File: src/rtl/uart_tx_master_pkg.sv
// Shared types and MiniUART register offsets for the UART transmit master.
package uart_tx_master_pkg;

  localparam logic [2:0] OFF_UART_DATA = 3'd0;
  localparam logic [2:0] OFF_UART_LSR  = 3'd1;
  localparam logic [2:0] OFF_UART_DIVR = 3'd2;
  localparam logic [2:0] OFF_UART_DIVT = 3'd3;

  typedef enum logic [2:0] {
    ST_IDLE,
    ST_CFG_R,
    ST_CFG_T,
    ST_POLL,
    ST_POLL_GAP,
    ST_WRITE,
    ST_GUARD
  } state_t;

  typedef struct packed {
    logic        we;
    logic [2:0]  adr;
    logic [31:0] dat;
  } wb_req_t;

  function automatic wb_req_t wb_rd(input logic [2:0] adr);
    wb_req_t r;
    r.we  = 1'b0;
    r.adr = adr;
    r.dat = 32'h0;
    return r;
  endfunction

  function automatic wb_req_t wb_wr(input logic [2:0] adr, input logic [31:0] dat);
    wb_req_t r;
    r.we  = 1'b1;
    r.adr = adr;
    r.dat = dat;
    return r;
  endfunction

endpackage

File: src/rtl/uart_tx_fifo.sv
// Byte FIFO, 2**DEPTH_LOG2 deep, head visible combinationally; push while full
// is dropped unless a pop happens in the same cycle.
module uart_tx_fifo #(
  parameter int DEPTH_LOG2 = 4
) (
  input  logic                  i_clk,
  input  logic                  i_rst,
  input  logic                  i_push,
  input  logic [7:0]            i_din,
  input  logic                  i_pop,
  output logic [7:0]            o_head,
  output logic                  o_full,
  output logic                  o_empty,
  output logic [DEPTH_LOG2:0]   o_count
);

  localparam int DEPTH = 2 ** DEPTH_LOG2;

  logic [7:0]          r_mem [DEPTH];
  logic [DEPTH_LOG2:0] r_wr_ptr;
  logic [DEPTH_LOG2:0] r_rd_ptr;
  logic                w_push;
  logic                w_pop;

  assign o_count = r_wr_ptr - r_rd_ptr;
  assign o_empty = (r_wr_ptr == r_rd_ptr);
  assign o_full  = o_count[DEPTH_LOG2];
  assign o_head  = r_mem[r_rd_ptr[DEPTH_LOG2-1:0]];
  assign w_pop   = i_pop && !o_empty;
  assign w_push  = i_push && (!o_full || w_pop);

  always_ff @(posedge i_clk or posedge i_rst) begin
    if (i_rst) begin
      r_wr_ptr <= '0;
      r_rd_ptr <= '0;
    end else begin
      if (w_push) r_wr_ptr <= r_wr_ptr + 1'b1;
      if (w_pop)  r_rd_ptr <= r_rd_ptr + 1'b1;
    end
  end

  always_ff @(posedge i_clk) begin
    if (w_push) r_mem[r_wr_ptr[DEPTH_LOG2-1:0]] <= i_din;
  end

endmodule

File: src/rtl/uart_tx_master.sv
// WISHBONE master draining a byte FIFO into the MiniUART: polls LSR, writes DATA
// when the transmitter is idle, optionally programs DIVR/DIVT first.
module uart_tx_master
  import uart_tx_master_pkg::*;
#(
  parameter int DEPTH_LOG2 = 4,
  parameter int GUARD      = 4,
  parameter int TS_BIT     = 5
) (
  input  logic                  CLK_I,
  input  logic                  RST_I,
  input  logic                  push,
  input  logic [7:0]            din,
  output logic                  full,
  output logic                  empty,
  output logic [DEPTH_LOG2:0]   count,
  input  logic                  cfg_req,
  input  logic [15:0]           cfg_divr,
  input  logic [15:0]           cfg_divt,
  output logic                  cfg_busy,
  output logic [2:0]            ADD_O,
  output logic [31:0]           DAT_O,
  input  logic [31:0]           DAT_I,
  output logic                  STB_O,
  output logic                  WE_O,
  input  logic                  ACK_I
);

  state_t      r_state;
  wb_req_t     r_req;
  logic        r_stb;
  logic        r_cfg_busy;
  logic        r_cfg_pend;
  logic [15:0] r_divr;
  logic [15:0] r_divt;
  logic [3:0]  r_guard;

  logic        w_pop;
  logic        w_fifo_empty;
  logic [7:0]  w_head;
  logic        w_ts;

  // Masking keeps every DAT_I bit in the cone; only TS_BIT matters.
  assign w_ts  = |(DAT_I & (32'd1 << TS_BIT));
  assign w_pop = (r_state == ST_WRITE) && r_stb && ACK_I;

  uart_tx_fifo #(.DEPTH_LOG2(DEPTH_LOG2)) u_fifo (
    .i_clk   (CLK_I),
    .i_rst   (RST_I),
    .i_push  (push),
    .i_din   (din),
    .i_pop   (w_pop),
    .o_head  (w_head),
    .o_full  (full),
    .o_empty (w_fifo_empty),
    .o_count (count)
  );

  always_ff @(posedge CLK_I or posedge RST_I) begin
    if (RST_I) begin
      r_state    <= ST_IDLE;
      r_req      <= '0;
      r_stb      <= 1'b0;
      r_cfg_busy <= 1'b0;
      r_cfg_pend <= 1'b0;
      r_divr     <= '0;
      r_divt     <= '0;
      r_guard    <= '0;
    end else begin
      if (cfg_req) begin
        r_divr <= cfg_divr;
        r_divt <= cfg_divt;
        if (r_state != ST_IDLE) r_cfg_pend <= 1'b1;
      end
      case (r_state)
        ST_IDLE: begin
          if (cfg_req || r_cfg_pend) begin
            r_cfg_pend <= 1'b0;
            r_cfg_busy <= 1'b1;
            r_state    <= ST_CFG_R;
          end else if (!w_fifo_empty) begin
            r_stb   <= 1'b1;
            r_req   <= wb_rd(OFF_UART_LSR);
            r_state <= ST_POLL;
          end
        end
        ST_CFG_R: begin
          if (!r_stb) begin
            r_stb <= 1'b1;
            r_req <= wb_wr(OFF_UART_DIVR, {16'b0, r_divr});
          end else if (ACK_I) begin
            r_stb   <= 1'b0;
            r_state <= ST_CFG_T;
          end
        end
        ST_CFG_T: begin
          if (!r_stb) begin
            r_stb <= 1'b1;
            r_req <= wb_wr(OFF_UART_DIVT, {16'b0, r_divt});
          end else if (ACK_I) begin
            r_stb      <= 1'b0;
            r_cfg_busy <= 1'b0;
            r_state    <= ST_IDLE;
          end
        end
        ST_POLL: begin
          if (!r_stb) begin
            r_stb <= 1'b1;
            r_req <= wb_rd(OFF_UART_LSR);
          end else if (ACK_I) begin
            r_stb   <= 1'b0;
            r_state <= w_ts ? ST_WRITE : ST_POLL_GAP;
          end
        end
        // Strobe is re-raised on leaving the gap so polls sit exactly one cycle apart.
        ST_POLL_GAP: begin
          r_stb   <= 1'b1;
          r_req   <= wb_rd(OFF_UART_LSR);
          r_state <= ST_POLL;
        end
        ST_WRITE: begin
          if (!r_stb) begin
            r_stb <= 1'b1;
            r_req <= wb_wr(OFF_UART_DATA, {24'b0, w_head});
          end else if (ACK_I) begin
            r_stb   <= 1'b0;
            r_guard <= 4'(GUARD);
            r_state <= ST_GUARD;
          end
        end
        ST_GUARD: begin
          if (r_guard == 4'd0) r_state <= ST_IDLE;
          else                 r_guard <= r_guard - 4'd1;
        end
        default: r_state <= ST_IDLE;
      endcase
    end
  end

  assign STB_O    = r_stb;
  assign WE_O     = r_req.we;
  assign ADD_O    = r_req.adr;
  assign DAT_O    = r_req.dat;
  assign cfg_busy = r_cfg_busy;
  assign empty    = w_fifo_empty && (r_state != ST_WRITE) && (r_state != ST_GUARD);

endmodule

File: config.mk
export PLATFORM = sky130hd
export DESIGN_NAME = uart_tx_master
export DESIGN_NICKNAME = d
export VERILOG_FILES = /design/src/rtl/uart_tx_master_pkg.sv /design/src/rtl/uart_tx_fifo.sv /design/src/rtl/uart_tx_master.sv
export SDC_FILE = /design/constraint.sdc
export NUM_CORES = 1
export LEC_CHECK = 0
export CAP_MARGIN = 20
export CORE_AREA = 2 2 141 143
export CTS_CLUSTER_SIZE = 8
export DETAILED_ROUTE_END_ITERATION = 10
export DIE_AREA = 0 0 143 145
export GPL_TIMING_DRIVEN = 0
export PLACE_DENSITY = 0.67
export SETUP_SLACK_MARGIN = 0.15
export SLEW_MARGIN = 20
export SYNTH_ARGS = -nofsm -noshare
export SYNTH_HDL_FRONTEND = slang
export SYNTH_SLANG_ARGS = --single-unit
File: constraint.sdc
create_clock -name CLK_I -period 9.4 [get_ports CLK_I]
set_input_delay 2.82 -clock CLK_I [delete_from_list [all_inputs] [get_ports CLK_I]]
set_output_delay 2.82 -clock CLK_I [all_outputs]
set_load 0.005 [all_outputs]
Word level (Yosys, flattened, before mapping) --
Memories as Yosys holds them, arrays and structs flattened. Cells that the tools add are included.
Operators by class: add/subtract/negate cells 4, equality and inequality tests 27, multiplexer cells 39, reduce and logical (&&, ||, !) cells 23
Operators with widths (count):
- $mux W36 | 6
- $pmux W36 S6 | 1
- $ne A2 B2 Y1 const B | 17
- $mux W3 | 11
- $pmux W3 S7 | 1
- $mux W1 | 14
- $mux W4 | 3
- $add A5 B1 Y5 const B | 2
- $reduce_and A10 Y1 | 1
- $eq A3 B3 Y1 const B | 3
- $ne A3 B3 Y1 const B | 3
- $pmux W4 S2 | 1
- $reduce_and A4 Y1 | 2
- $reduce_and A7 Y1 | 1
- $eq A3 B2 Y1 const B | 2
- $logic_and A1 B1 Y1 | 6
- $reduce_bool A3 Y1 | 2
- $reduce_bool A6 Y1 | 1
- $eq A5 B5 Y1 | 1
- $sub A5 B5 Y5 | 1
- $logic_not A4 Y1 | 1
- $reduce_bool A2 Y1 | 2
- $reduce_or A4 Y1 | 1
- $sub A4 B1 Y4 const B | 1
- 7 further kinds | 9
Storage, ports and cells: flip-flop bits (word level) 88, memory bits (writable) 128, output and inout bits 45, memories kept 1
Memories:
- u_fifo.r_mem | words 16, bits a word 8, read ports 1, clocked after memory_dff 0, wr ports 1, line uart_tx_fifo.sv:19 | logic [7:0] r_mem [DEPTH];

Longest topological paths before layout --
Gate-level depths: netlist of run 1.
depth in word-level cells 8, mapped depth 12, gate-level depth less buffers 8

Modules after synthesis --
From an unflattened synthesis of run 1, not the netlist that was laid out.
Unflattened totals: cells, all modules 559, area total of the unflattened synthesis 8567.0 um^2
By module, submodules not included:
- uart_tx_fifo | instances 1, cells an instance 308, area an instance 5695.5 um^2, sequential area each 4093.9 um^2
- uart_tx_master | instances 1, cells an instance 251, area an instance 2871.5 um^2, sequential area each 1526.5 um^2

Worst setup path before layout of run 1 --
Ideal clock, no wire load.
path type in2reg, start point input port ACK_I, end point memory u_fifo.r_mem[3][0], enable pin, library setup time 395 ps, arrival time 4364 ps, required time 9005 ps, path slack 4642 ps, cell stages on the path 5, cells stage by stage and4b_1 > and2_1 > nand2_1 > and2_1 > nor4_1
On the way: longest elaborated chain between the ends 6
RTL lines:
- start, declared | line uart_tx_master.sv:26 | input logic ACK_I
- $logic_and A1 B1 Y1 | line uart_tx_master.sv:45 | assign w_pop = (r_state == ST_WRITE) && r_stb && ACK_I;
- $logic_and A1 B1 Y1 | line uart_tx_fifo.sv:29 | assign w_pop = i_pop && !o_empty;
- $logic_or A1 B1 Y1 | line uart_tx_fifo.sv:30 | assign w_push = i_push && (!o_full || w_pop);
- $logic_and A1 B1 Y1 | line uart_tx_fifo.sv:30
- $mux W1 | line uart_tx_fifo.sv:43 | if (w_push) r_mem[r_wr_ptr[DEPTH_LOG2-1:0]] <= i_din;
- $mux W1 (implied by the code) | line uart_tx_fifo.sv:43
- end, declared | line uart_tx_fifo.sv:19
Every way passes these cells.

Final worst setup path of run 1 --
start point register u_fifo.r_rd_ptr[1], end point output port empty
On the way: longest elaborated chain between the ends 3
RTL lines:
- start, declared | line uart_tx_fifo.sv:21 | logic [DEPTH_LOG2:0] r_rd_ptr;
- start signal, assigned | line uart_tx_fifo.sv:38 | if (w_pop) r_rd_ptr <= r_rd_ptr + 1'b1;
- $eq A5 B5 Y1 | line uart_tx_fifo.sv:26 | assign o_empty = (r_wr_ptr == r_rd_ptr);
- $logic_and A1 B1 Y1 (2 in series) | line uart_tx_master.sv:145 | assign empty = w_fifo_empty && (r_state != ST_WRITE) && (r_state != ST_GUARD);
- end, declared | line uart_tx_master.sv:15 | output logic empty,
Every way passes these cells.

==> flow_summary.ini, run 1 <==
[global_routing]
grt_use_total_pct = 18.8
grt_pass1_vias = 5258
grt_max_degree = 52
grt_pass1_wl_mm = 29.1
grt-ovfl-total = 0
antenna_found_initial = 0

[cts]
cts_max_level = 4
clock_sinks = 199
insertion_delay_ps = 430
cts_tree = done
path_clk_slew_ps = 70
postCtsHoldBufs = 0
cts_buffer_depth = 2
cts_resized = 0
post_cts_buffers = 0
cts_root_buf = clkbuf_16
numCtsBuffers = 17

[logic_synthesis]
synth_flop_cell = edfxtp_1
yosys-top-cells-area = edfxtp_1 45%, dfrtp_1 21%, mux2_2 4.2%, mux4_2 4.2%, mux2i_1 2.9%
yosysWarnings = 0
synth_area_per_cell_sq_um = 15.0
ys_seq_elements = 199
synth.distinct_cells = 54
synth_enable_flop_cells = 128
netlist_instances = 569
synthArstFlopShare_pct = 35.7
syn-cell-area_sq_um = 8550
synth.top_cell.area_share_pct = 45.0
synth_top_cell_by_area = edfxtp_1
synth_seq_area_share_pct = 65.7

[sta]
post-route-min-period_ps = 6040
setup_ws_ps = 3360
whs_ps = 495
fin_tns_setup_ps = 0
worst_pin_slew_ps = 882
slew_headroom_pct = 41.1
clock_skew_ps = 14.2
finalHoldViolCount = 0
period_share_pct = 64.3
fmax_mhz = 166
rsz0062_at_grt = no
slew_violations = 0
setup_viol = 0

[finish]
area.sequential_sq_um = 5620
final_nets = 766
utilization_pct = 53.9
nFillCells = 1574
final_common_cell = edfxtp_1
multiInputGateArea_sq_um = 2660
area_growth_syn_to_layout_pct = 21.0
final_cell_mix = 128 x edfxtp_1, 72 x clkdlybuf4s50_1, 71 x dfrtp_1
insertedDiodeCount = 0
layoutNonFillerInstCount = 956
drive_gt1_share_pct = 19.2

[critical_path]
crit_path_top_delay_cell = clkdlybuf4s50_1
reg2reg_depth = 10
max_stage_delay_ps = 530
crit_chain = buf_4 -> buf_6 -> buf_2 -> inv_1 -> ha_1 -> nand4_1 -> or2_4 -> a21oi_1 -> clkdlybuf4s50_1
worstPathRequired_ps = 6580
critPathLaunchType = register
cp.arrival_ps = 3220
crit_type = reg2out
critPathMaxFanout = 10
cp-end-kind = output port

[drt]
drt-total-wl_mm = 18.9
drtAntennaViolNets = 0
routed_via_density = 5.30
firstDrtPassIters = 7
vias = 5067
first_iter_violations = 372
wire_per_inst_microns = 19.7
post-route-drc-count = 0

[floorplan]
row_count = 51
initial_core_util_pct = 44.5
pin_count = 122
die_h_microns = 145
die_area_sq_um = 20700
die_w_microns = 143
core_sq_um = 19200

[hold_path]
hold_depth = 1
hp-class = reg2reg

[placed_design]
portBuffers = 72
place_congestion = 0.849
placedCellCount = 924
dp_hpwl_mm = 13.2
place_worst_setup_slack_ps = 3650

[status]
outcome = finished, final reports clean

[pwr]
p_leak_nw = 3.90
power.density_nw_per_um2 = 278
ir_drop_mv = 0.142

[flow_run]
cap_violations = 0
-- final timing paths --
check	end	from	slack, ps
worst max-delay path	empty	u_fifo.r_rd_ptr[1]	3360
worst min-delay path	DAT_O[11]	DAT_O[11]	490
worst max register to register	u_fifo.r_mem[12][7]	u_fifo.r_rd_ptr[1]	5830
worst min register to register	DAT_O[11]	DAT_O[11]	490
max in group asynchronous	DAT_O[4]	RST_I	6150
min in group asynchronous	r_state[2]	RST_I	2700
-- stage by stage --
| stage | cell area, sq um | total power (W) |
|---|---|---|
| global route | 10300 | 0.00303 |
| global placement | 9660 | 0.00211 |
| CTS | 10300 | 0.00290 |
| floorplan | 8610 | 0.00176 |
| detailed placement | 9710 | 0.00214 |
| finish | 10300 | 0.00288 |
-- final cells by class --
| cell class | instances | share of cell area, % |
|---|---|---|
| Buffer | 51 | 3.00 |
| Tap cell | 265 | 3.21 |
| Timing Repair Buffer | 74 | 7.31 |
| Inverter | 14 | 0.532 |
| Multi-Input combinational cell | 321 | 25.7 |
| Clock inverter | 15 | 1.84 |
| Sequential cell | 199 | 54.3 |
| Clock buffer | 17 | 4.11 |
-- state kept, by name, summed over array words and instances (netlist names), 2 cells and up --
signal	count
r_divr	16
u_fifo.r_wr_ptr	5
r_guard	4
u_fifo.r_rd_ptr	5
r_divt	16
DAT_O	16
ADD_O	2
r_state	3
u_fifo.r_mem	128
-- logic make-up (layout without fill, tap and decap cells) --
logic type	count (synthesis)	after routing	synth area share [%]
xor+xnor	14	14	1.52
compound gates	104	104	8.93
buf+inv	65	171	4.24
fa+ha+maj	11	11	1.70
mux	74	74	11.5
flops	199	199	65.7
other cells	1	17	0.0439
simple gates	101	101	6.28
-- cell usage after synthesis, types with 5 or more instances --
cell	number
o21ai_0	15
nor2_1	17
buf_4	21
and2_1	6
mux2_2	32
a22oi_1	23
xnor2_1	11
a31oi_1	9
nand2b_1	5
a211oi_1	8
a21oi_1	6
ha_1	10
nor2b_1	11
a21o_1	11
mux2i_1	25
and3_1	9
o2bb2ai_1	9
a211o_1	8
buf_2	11
nor3_1	9
clkbuf_1	12
mux4_2	16
edfxtp_1	128
nand2_1	21
dfrtp_1	71
nand4_1	12
inv_1	14
-- metal layers --
layer / routed length [microns] / share of wire (%) / GRT usage, % / vias up
met4: 235 / 1.2 / 5.59 / 0
met2: 9570 / 51 / 31.7 / 153
met1: 7820 / 41 / 24.3 / 2547
li1: - / - / - / 2350
met5: 0 / 0 / 0 / -
met3: 1240 / 6.5 / 4.16 / 17
-- worst max-delay path, delay by kind of cell, from the launching register on --
family | cells | cell delay [ps]
flip-flops | 1 | 460
AO/OA/AOI/OAI | 1 | 180
AND/OR/NAND/NOR | 2 | 420
adder cells (fa/ha/maj) | 1 | 310
buffers and inverters | 5 | 1390
-- report_power, final --
part	switching, W	internal (W)	total [W]
clock	0.000333	0.000425	0.000758
combinational	0.000512	0.000471	0.000983
sequential	0.0000754	0.00106	0.00114
total	0.000920	0.00196	0.00288
No activity file was read; power rests on OpenSTA's default activity.
==> inputs of run 2 (changes only) <==
==> constraint.sdc (replaced) <==
create_clock -name CLK_I -period 5.7 [get_ports CLK_I]
set_input_delay 1.71 -clock CLK_I [delete_from_list [all_inputs] [get_ports CLK_I]]
set_output_delay 1.71 -clock CLK_I [all_outputs]
set_load 0.005 [all_outputs]
==> results of run 2 <==
The final DEF is identical to that of run 1. Status: finished, final reports clean.
Among the figures that moved: setup slack after placement 3650 ps -> 1060 ps; setup slack after layout 3360 ps -> 770 ps; register-to-register setup slack 5830 ps -> 2130 ps; total power 0.00288 W -> 0.00475 W; worst IR drop on VDD 0.142 mV -> 0.235 mV
==> inputs of run 3 (changes only) <==
--- a/config.mk
+++ b/config.mk
@@ -6,12 +6,11 @@
 export NUM_CORES = 1
 export LEC_CHECK = 0
 export CAP_MARGIN = 20
-export CORE_AREA = 2 2 141 143
+export CORE_AREA = 2 2 150 152
 export CTS_CLUSTER_SIZE = 8
 export DETAILED_ROUTE_END_ITERATION = 10
-export DIE_AREA = 0 0 143 145
+export DIE_AREA = 0 0 152 154
 export GPL_TIMING_DRIVEN = 0
-export PLACE_DENSITY = 0.67
 export SETUP_SLACK_MARGIN = 0.15
 export SLEW_MARGIN = 20
 export SYNTH_ARGS = -nofsm -noshare
==> run 3 against run 2 <==
Setup slack better by 51 ps. Sequential power hardly changed. Critical endpoint unchanged. Combinational power hardly changed.
==> flow_summary.ini, run 3 (synthesis results as in run 1) <==
[status]
outcome = finished, final reports clean

[critical_path]
worstPathRequired_ps = 3990
max_stage_delay_ps = 530
crit_path_top_delay_cell = clkdlybuf4s50_1
cp.arrival_ps = 3170
critPathLaunchType = register
critPathTopFamily = buffers and inverters
crit_type = reg2out
crit_chain = buf_4 -> buf_6 -> buf_2 -> inv_1 -> ha_1 -> nand4_1 -> or2_4 -> a21oi_1 -> clkdlybuf4s50_1
critPathBufInv = 5
critPathMaxFanout = 10
cp-end-kind = output port

[pwr]
clockPowerShare_pct = 25.2
switchingPower_w = 0.00157
power.share.sequential_pct = 40.2
p_comb_share_pct = 34.6
ir_drop_mv = 0.199
power.density_nw_per_um2 = 453
p_int_w = 0.00312
p_leak_nw = 3.88
switching_share_pct = 33.4

[sta]
whs_ps = 494
fin_tns_setup_ps = 0
slew_violations = 0
finalHoldViolCount = 0
fmax_mhz = 205
worst_pin_slew_ps = 927
post-route-min-period_ps = 4880
slew_headroom_pct = 38.1
setup_viol = 0
rsz0062_at_grt = no
clock_skew_ps = 12.4
period_share_pct = 85.6

[cts]
cts_resized = 0
path_clk_slew_ps = 80
insertion_delay_ps = 440
cts_root_buf = clkbuf_16
cts_buffer_depth = 2
cts_tree = done
postCtsHoldBufs = 0
cts_max_level = 4
post_cts_buffers = 0
clock_sinks = 199
numCtsBuffers = 17

[floorplan]
initial_core_util_pct = 39.4
die_w_microns = 152
die_area_sq_um = 23400
row_count = 54
pin_count = 122
core_sq_um = 21700
die_h_microns = 154

[drt]
first_iter_violations = 271
drt-total-wl_mm = 19.4
vias = 5189
wire_per_inst_microns = 20.0
post-route-drc-count = 0
firstDrtPassIters = 5
drtAntennaViolNets = 0
routed_via_density = 5.34

[finish]
final_cell_mix = 128 x edfxtp_1, 72 x clkdlybuf4s50_1, 71 x dfrtp_1
largest_reg_flops = 128
final_nets = 766
final_common_cell = edfxtp_1
drive_gt1_share_pct = 19.4
utilization_pct = 47.6
insertedDiodeCount = 0
nFillCells = 1852
area_growth_syn_to_layout_pct = 20.9

[global_routing]
grt_pass1_vias = 5265
grt_max_degree = 52
grt_use_total_pct = 17.1
antenna_found_initial = 0
grt-ovfl-total = 0
grt_pass1_wl_mm = 30.4

[flow_run]
cap_violations = 0

[placed_design]
place_congestion = 0.777
dp_hpwl_mm = 13.6
portBuffers = 72

[hold_path]
hp-class = reg2reg
## run 3: cell count changes in the layout (fill, tap and decap cells not counted)
cell,change
inv_8,+4
clkinv_2,-1
clkinv_4,-4
clkinvlp_4,+2
bufinv_16,-3
clkinv_1,-1
inv_6,+1
clkinv_8,+2
## run 3: area by class of cell
type                       instances  area (sq um)  area share, %
sequential                       199          5620           54.4
tap                              280           350           3.39
buffer                            51           310           3.00
clock inverter                    15           158           1.53
timing repair buffer              74           756           7.31
clock buffer                      17           425           4.12
inverter                          14          55.1          0.533
multi-input combinational        321          2660           25.7
## run 3: worst register-to-register path: stages, from the launching register on
cell and delay (ps):
dfrtp_1 470, buf_4 280, buf_6 210, buf_2 260, inv_1 100, ha_1 330
nand4_1 130, o2111ai_1 110, o211ai_1 290, nand2_1 310, nor2_1 710
## run 3: worst paths after layout
kind                                       endpoint  cells past startpoint  slack (ps)               start
worst max-delay path                          empty                      9         820  u_fifo.r_rd_ptr[1]
worst min-delay path                       DAT_O[6]                      1         490            DAT_O[6]
worst max register to register  u_fifo.r_mem[10][6]                     10        2120  u_fifo.r_rd_ptr[1]
worst min register to register             DAT_O[6]                      1         490            DAT_O[6]
max in group asynchronous                 r_divt[6]                      3        3550               RST_I
min in group asynchronous                     STB_O                      2        1580               RST_I
## run 3: routing by layer
layer | part of all wire, % | track usage, %
met1 | 43 | 21.8
met3 | 5.7 | 3.89
met5 | 0 | 0
met2 | 49 | 29.0
met4 | 2.1 | 5.61
## run 3: per-stage QoR
step                      setup WS [ps]  area, sq um  cells  power (W)
after floorplan                    2050         8610    585    0.00291
after global placement              871         9680    937    0.00350
after detailed placement           1030         9740    939    0.00355
after CTS                           750        10300    971    0.00473
after global routing                582        10300    971    0.00495
final                               821        10300    971    0.00468
## run 3: power groups by stage
stage | combinational (W) | clock (W) | sequential, W
after floorplan | 0.00103 | 0 | 0.00188
after global placement | 0.00160 | 0 | 0.00190
after detailed placement | 0.00163 | 0 | 0.00191
after CTS | 0.00164 | 0.00120 | 0.00188
after global routing | 0.00178 | 0.00126 | 0.00191
final | 0.00162 | 0.00118 | 0.00188
